===== src/rtl/pipe_ctrl_seg_pkg.sv =====
// Shared constants for the pipeline control segment chain: counter width,
// depth bound and bit positions of the standard control vector.
package pipe_ctrl_seg_pkg;
   localparam int CNT_W           = 32;
   localparam int DEPTH_MAX       = 8;
   localparam int REG_WRITE_EN    = 0;
   localparam int CSRREG_WRITE_EN = 1;

   function automatic logic [CNT_W-1:0] sat_inc(input logic [CNT_W-1:0] v, input logic en);
      return (en && v != {CNT_W{1'b1}}) ? v + 1'b1 : v;
   endfunction
endpackage


===== src/rtl/pipe_ctrl_seg_stage.sv =====
// One control segment register: W-bit control vector plus valid bit with
// hold > flush > auto-bubble > advance priority.
module pipe_ctrl_stage
   import pipe_ctrl_seg_pkg::*;
#(
   parameter int           W         = 2,
   parameter logic [W-1:0] RESET_VAL = '0
) (
   input  logic         clk,
   input  logic         rst,
   input  logic         hold,
   input  logic         flush,
   input  logic         up_hold,
   input  logic [W-1:0] ctrl_i,
   input  logic         vld_i,
   output logic [W-1:0] ctrl_o,
   output logic         vld_o
);
   logic [W-1:0] ctrl_d, ctrl_q;
   logic         vld_d, vld_q;

   // A held upstream stage must not be copied forward, so it injects a bubble.
   always_comb begin
      ctrl_d = ctrl_q;
      vld_d  = vld_q;
      if (!hold) begin
         if (flush || up_hold) begin
            ctrl_d = RESET_VAL;
            vld_d  = 1'b0;
         end else begin
            ctrl_d = ctrl_i;
            vld_d  = vld_i;
         end
      end
   end

   always_ff @(posedge clk) begin
      if (rst) begin
         ctrl_q <= RESET_VAL;
         vld_q  <= 1'b0;
      end else begin
         ctrl_q <= ctrl_d;
         vld_q  <= vld_d;
      end
   end

   assign ctrl_o = ctrl_q;
   assign vld_o  = vld_q;
endmodule


===== src/rtl/pipe_ctrl_seg.sv =====
// DEPTH-stage control segment chain with backward hold propagation.
// Optional perf counters enabled by PIPE_CTRL_SEG_PERF_EN.
module pipe_ctrl_seg
   import pipe_ctrl_seg_pkg::*;
#(
   parameter int           W         = 2,
   parameter int           DEPTH     = 1,
   parameter logic [W-1:0] RESET_VAL = '0
) (
   input  logic             clk,
   input  logic             rst,
   input  logic [DEPTH-1:0] bubble,
   input  logic [DEPTH-1:0] flush,
   input  logic [W-1:0]     ctrl_in,
   input  logic             valid_in,
   output logic [W-1:0]     ctrl_out,
   output logic             valid_out,
   output logic [DEPTH-1:0] stage_valid,
   output logic [DEPTH-1:0] held,
   output logic [CNT_W-1:0] flush_cnt,
   output logic [CNT_W-1:0] hold_cnt
);
   logic [DEPTH-1:0][W-1:0] st_ctrl;
   logic [DEPTH-1:0]        st_vld;
   logic [DEPTH-1:0]        hold_c;

   // A stall anywhere downstream freezes every stage in front of it.
   always_comb begin
      hold_c = '0;
      hold_c[DEPTH-1] = bubble[DEPTH-1];
      for (int i = DEPTH-2; i >= 0; i--)
         hold_c[i] = bubble[i] | hold_c[i+1];
   end

   for (genvar g = 0; g < DEPTH; g++) begin : g_stage
      if (g == 0) begin : g_head
         pipe_ctrl_stage #(.W(W), .RESET_VAL(RESET_VAL)) u_stage (
            .clk(clk), .rst(rst), .hold(hold_c[g]), .flush(flush[g]),
            .up_hold(1'b0), .ctrl_i(ctrl_in), .vld_i(valid_in),
            .ctrl_o(st_ctrl[g]), .vld_o(st_vld[g]));
      end else begin : g_body
         pipe_ctrl_stage #(.W(W), .RESET_VAL(RESET_VAL)) u_stage (
            .clk(clk), .rst(rst), .hold(hold_c[g]), .flush(flush[g]),
            .up_hold(hold_c[g-1]), .ctrl_i(st_ctrl[g-1]), .vld_i(st_vld[g-1]),
            .ctrl_o(st_ctrl[g]), .vld_o(st_vld[g]));
      end
   end

   assign ctrl_out    = st_ctrl[DEPTH-1];
   assign valid_out   = st_vld[DEPTH-1];
   assign stage_valid = st_vld;
   assign held        = hold_c;

`ifdef PIPE_CTRL_SEG_PERF_EN
   logic [CNT_W-1:0] flush_cnt_d, flush_cnt_q, hold_cnt_d, hold_cnt_q;

   always_comb begin
      flush_cnt_d = sat_inc(flush_cnt_q, flush[DEPTH-1] & ~hold_c[DEPTH-1]);
      hold_cnt_d  = sat_inc(hold_cnt_q, hold_c[DEPTH-1]);
   end

   always_ff @(posedge clk) begin
      if (rst) begin
         flush_cnt_q <= '0;
         hold_cnt_q  <= '0;
      end else begin
         flush_cnt_q <= flush_cnt_d;
         hold_cnt_q  <= hold_cnt_d;
      end
   end

   assign flush_cnt = flush_cnt_q;
   assign hold_cnt  = hold_cnt_q;
`else
   assign flush_cnt = '0;
   assign hold_cnt  = '0;
`endif
endmodule


===== config.mk =====
export PLATFORM = sky130hd
export DESIGN_NAME = pipe_ctrl_seg
export DESIGN_NICKNAME = d
export VERILOG_FILES = /design/src/rtl/pipe_ctrl_seg_pkg.sv /design/src/rtl/pipe_ctrl_seg_stage.sv /design/src/rtl/pipe_ctrl_seg.sv
export SDC_FILE = /design/constraint.sdc
export NUM_CORES = 1
export LEC_CHECK = 0
export CAP_MARGIN = 20
export CORE_MARGIN = 4
export CORE_UTILIZATION = 23
export CTS_CLUSTER_DIAMETER = 200
export DETAILED_ROUTE_END_ITERATION = 10
export GPL_TIMING_DRIVEN = 0
export PLACE_DENSITY = 0.73
export RECOVER_POWER = 25
export SLEW_MARGIN = 20
export SYNTH_ARGS = -nofsm -noshare
export SYNTH_HDL_FRONTEND = slang
export SYNTH_SLANG_ARGS = --single-unit

===== constraint.sdc =====
create_clock -name clk -period 0.8 [get_ports clk]
set_clock_uncertainty 0.1 [all_clocks]
set_input_delay 0.12 -clock clk [delete_from_list [all_inputs] [get_ports clk]]
set_output_delay 0.12 -clock clk [all_outputs]
set_load 0.01 [all_outputs]

# Word level (Yosys, flattened, before mapping)
# Cells that the tools add are included.
classes:
  muxes: 2
ops:
  columns: ["op", "n"]
  rows:
  - ["$mux W2", 1]
  - ["$mux W1", 1]
totals:
  register_bits: 3
  in_bits: 7
  output_inout_bits: 69
  word_cells: 4

# Logic depth before layout (Yosys ltp)
logic_depth:
  word_depth: 1
  depth_mapped: 2
  depth_no_buf: 2

# Modules after synthesis
# From an unflattened synthesis, not the netlist that was laid out.
unflattened:
  cells_unflattened: 79
  area_unflattened_um2: 615.6
modules_own_cells:
  columns: ["module", "n_inst", "cells_each", "area_each_um2", "seq_area_each_um2"]
  rows:
  - ["pipe_ctrl_seg", 1, 67, 499.2, 0.0]
  - ["pipe_ctrl_stage", 1, 12, 116.4, 60.1]

# Worst setup path before layout
# OpenSTA, ideal clock, no wires.
synth_timing:
  path_type: "input port to flip-flop"
  from: "input port bubble"
  to: "register g_stage[0].g_head.u_stage.ctrl_q[0]"
  setup_ns: 0.070
  arrival_ns: 0.597
  t_required_ns: 0.630
  setup_slack_ns: 0.034
  stages: 2
  n_path_buf: 0
  path_cell_list: "or3b_1 > a21oi_1"
synth_lines:
  columns: ["element", "line", "text"]
  rows:
  - ["start, declared", "pipe_ctrl_seg.sv:12", "input logic [DEPTH-1:0] bubble,"]
  - ["end signal, assigned", "pipe_ctrl_seg_stage.sv:42", "ctrl_q <= ctrl_d;"]
  - ["end, declared", "pipe_ctrl_seg_stage.sv:19", "logic [W-1:0] ctrl_d, ctrl_q;"]

# Worst setup path in the final report
layout_timing:
  from: "register g_stage[0].g_head.u_stage.vld_q"
  to: "output port valid_out"
layout_lines:
  columns: ["element", "line", "text"]
  rows:
  - ["start, declared", "pipe_ctrl_seg_stage.sv:20", "logic vld_d, vld_q;"]
  - ["start signal, assigned", "pipe_ctrl_seg_stage.sv:43", "vld_q <= vld_d;"]
  - ["end, declared", "pipe_ctrl_seg.sv:17", "output logic valid_out,"]
# No word-level cell between the ends.

==> key figures <==
Flow run
  • # Max-Cap Violations: 0

Timing
  • Final Hold Viols: 0
  • Peak Freq: 1010 MHz
  • Tmin final: 0.989 ns
  • Slack of the critical path: -0.189 ns
  • Final count of pins violating max slew: 0
  • Setup violators final: 5
  • Tcrit/Tclk final: 124%
  • Setup TNS: -0.489 ns
  • RSZ-0062 raised after global routing: yes

Synthesis
  • Seq cells post-synth: 3
  • Area share of the largest cell type after synthesis: around 81%
  • Ys async rst share: 0%
  • Yosys Warn Count: 0
  • Syn avg cell area: 7.74 um^2
  • Synth Instances: 79
  • Synth area leader: buf_4
  • Synth area leaders: buf_4, dfxtp_1, or3b_1
  • Synth cell types: 6
  • Most used DFF post-synth: dfxtp_1
  • Sequential fraction of the synthesis area: 9.82%
  • Most frequent cell after synthesis: buf_4
  • Top post-synthesis cells by count: buf_4, a21oi_1, dfxtp_1, nand2_1, or3b_1
  • Post-synth EDFFs: 0
  • Post-Synthesis Cell Area: slightly above 600 um^2

Power and ir drop
  • P_leak: 0.000680 uW
  • Power Dens Cells: ~860 nW/um^2
  • Peak supply drop: about 500 uV

Routing
  • Via density: 2.57
  • Initial DRC count: 1
  • DRT Pass-1 Iters: 2
  • Routed len/inst: 6.02 um
  • Drt drc: 0
  • Detail Route Antenna Nets: 0
  • DRT Wirelength: 1130 um
  • DR vias: 480

Floorplanning
  • Die Y: 59.6 um
  • Core Region: between 2000 and 2500 um^2
  • Die Span X: 59.6 um
  • Io pins: 76
  • DIE AREA: ~3500 um^2
  • Starting Density: 24.5%
  • Number of placement rows: 18

Place
  • Post-Place Cell Area: 996 um^2
  • Port Buffers: 11
  • Final GP Congestion: 0.640
  • Inst Count DP: about 180

Clocking
  • CTS tree: built
  • Cts hold-fix bufs: 0
  • Setup Fix Bufs, Post-CTS: 0
  • Clk sink count: 3
  • Worst-path clk slew: 0.04 ns
  • Clock Root Buffer: clkbuf_4
  • H-tree Lvls: 1
  • Worst skew pair latency: 0.23 ns
  • CTS buffer count: 3
  • Max Root-Sink Buffers: 2

Run status
  • Failing checks: setup timing
  • Status: finished with violations

Global route
  • Vias in the first global route: 346
  • First-pass GRT wire length: 1390 um
  • Initial antenna violation count: 0
  • GRT Overall Usage: 5.37%
  • Grt total ovfl: 0
  • Largest net degree at the start of global routing: 8

Setup path
  • Reg2Reg Capture Point: g_stage[0].g_head.u_stage.ctrl_o[0]
  • Register-to-Register Setup Slack: approximately 0.1 ns
  • Reg2Reg Depth: 2
  • Crit Reg-Reg Startpoint: g_stage[0].g_head.u_stage.ctrl_o[0]
  • Critical path peak fanout: 3
  • Worst EP arrival: 0.77 ns
  • Setup CP Type: flip-flop to output port
  • Worst Path Required: 0.58 ns
  • Endpoint class of the critical path: output port
  • CP Launch Type: flip-flop

Min path
  • Worst hold start: bubble
  • Hold Path End: g_stage[0].g_head.u_stage.ctrl_o[1]
  • WHS Path Cells: 3
  • Class of the worst hold path: input port to flip-flop

Finish
  • Share of layout cells above drive strength 1: 50.3%
  • Final instance area: 1020 um^2
  • Fillers: 262
  • Non-Filler Instances: 187
  • P&R area growth vs syn: 66.7%
  • Antenna diode instance count: 0
  • Util after Layout: 40.8%
  • Net count, final: about 170
cell type report:
| type | instances | area, um^2 | share of cell area (%) |
|---|---|---|---|
| Clock buffer | 4 | 26.3 | 2.58 |
| Timing Repair Buffer | 11 | 96.3 | 9.45 |
| Multi-Input combinational cell | 73 | 297 | 29.1 |
| Sequential cell | 3 | 63.8 | 6.26 |
| Buffer | 66 | 499 | 49.0 |
| Tap cell | 30 | 37.5 | 3.68 |
kinds of logic after synthesis:
kind of cell           share of synthesized area (%)
flip-flops                                      9.82
other                                          0.613
AND/OR/NAND/NOR                                 6.14
AO/OA/AOI/OAI                                   2.45
buffers and inverters                           81.0
worst max-delay path, stage by stage, from the launching register on:
cell     delay, ns
dfxtp_2       0.32
buf_6         0.11
buf_6         0.11
repair_timing:
action / in CTS / in global routing
setup endpoints to repair: 8 / 4
gates cloned: 0 / 0
resized for setup: 36 / 0
pin swaps: 4 / 0
through the flow:
stage / power (uW) / setup slack, ns / hold WS [ns]
CTS: 878 / -0.204 / 0.0727
floorplan: 545 / 0.0338 / 0.0891
finish: 878 / -0.189 / 0.0856
global placement: 600 / -0.787 / 0.342
detailed placement: 601 / -0.790 / 0.347
global route: 948 / -0.217 / 0.0946
sequential cells by signal, indices dropped and copies added, names as in the netlist:
signal	count
g_stage.g_head.u_stage.vld_o	1
g_stage.g_head.u_stage.ctrl_o	2
cell usage in the layout (no fill, tap or decap), drive strengths merged:
master and instances:
buf 72, conb 64, dlygate4sd2 4, clkbuf 4, nand2 3, or3b 3
dfxtp 3, a21oi 3, clkdlybuf4s50 1
worst max path at each step:
stage | start | to | slack, ns | depth (start not counted)
4_1_cts | g_stage[0].g_head.u_stage.vld_o | valid_out | -0.20 | 2
5_1_grt | g_stage[0].g_head.u_stage.vld_o | valid_out | -0.22 | 2
3_3_place_gp | bubble | held | -0.79 | 3
3_5_place_dp | bubble | held | -0.79 | 3
6_report | g_stage[0].g_head.u_stage.vld_o | valid_out | -0.19 | 2
2_1_floorplan | bubble | g_stage[0].g_head.u_stage.ctrl_o[0] | 0.03 | 2
layer usage:
metal / vias up / global-route usage [%] / share of wire [%] / wire length [um]
li1: 269 / - / - / -
met1: 165 / 4.27 / 27 / 302
met2: 44 / 9.83 / 52 / 588
met3: 2 / 2.83 / 19 / 219
met4: 0 / 3.80 / 1.2 / 14
met5: - / 0 / 0 / 0
power by group:
part,internal [uW],leakage (uW),switching (uW),total (uW)
sequential,157,0.0000258,4.10,161
clock,187,0.0000150,80.5,268
combinational,245,0.000639,204,449
Power figures use the tool's default switching activity.
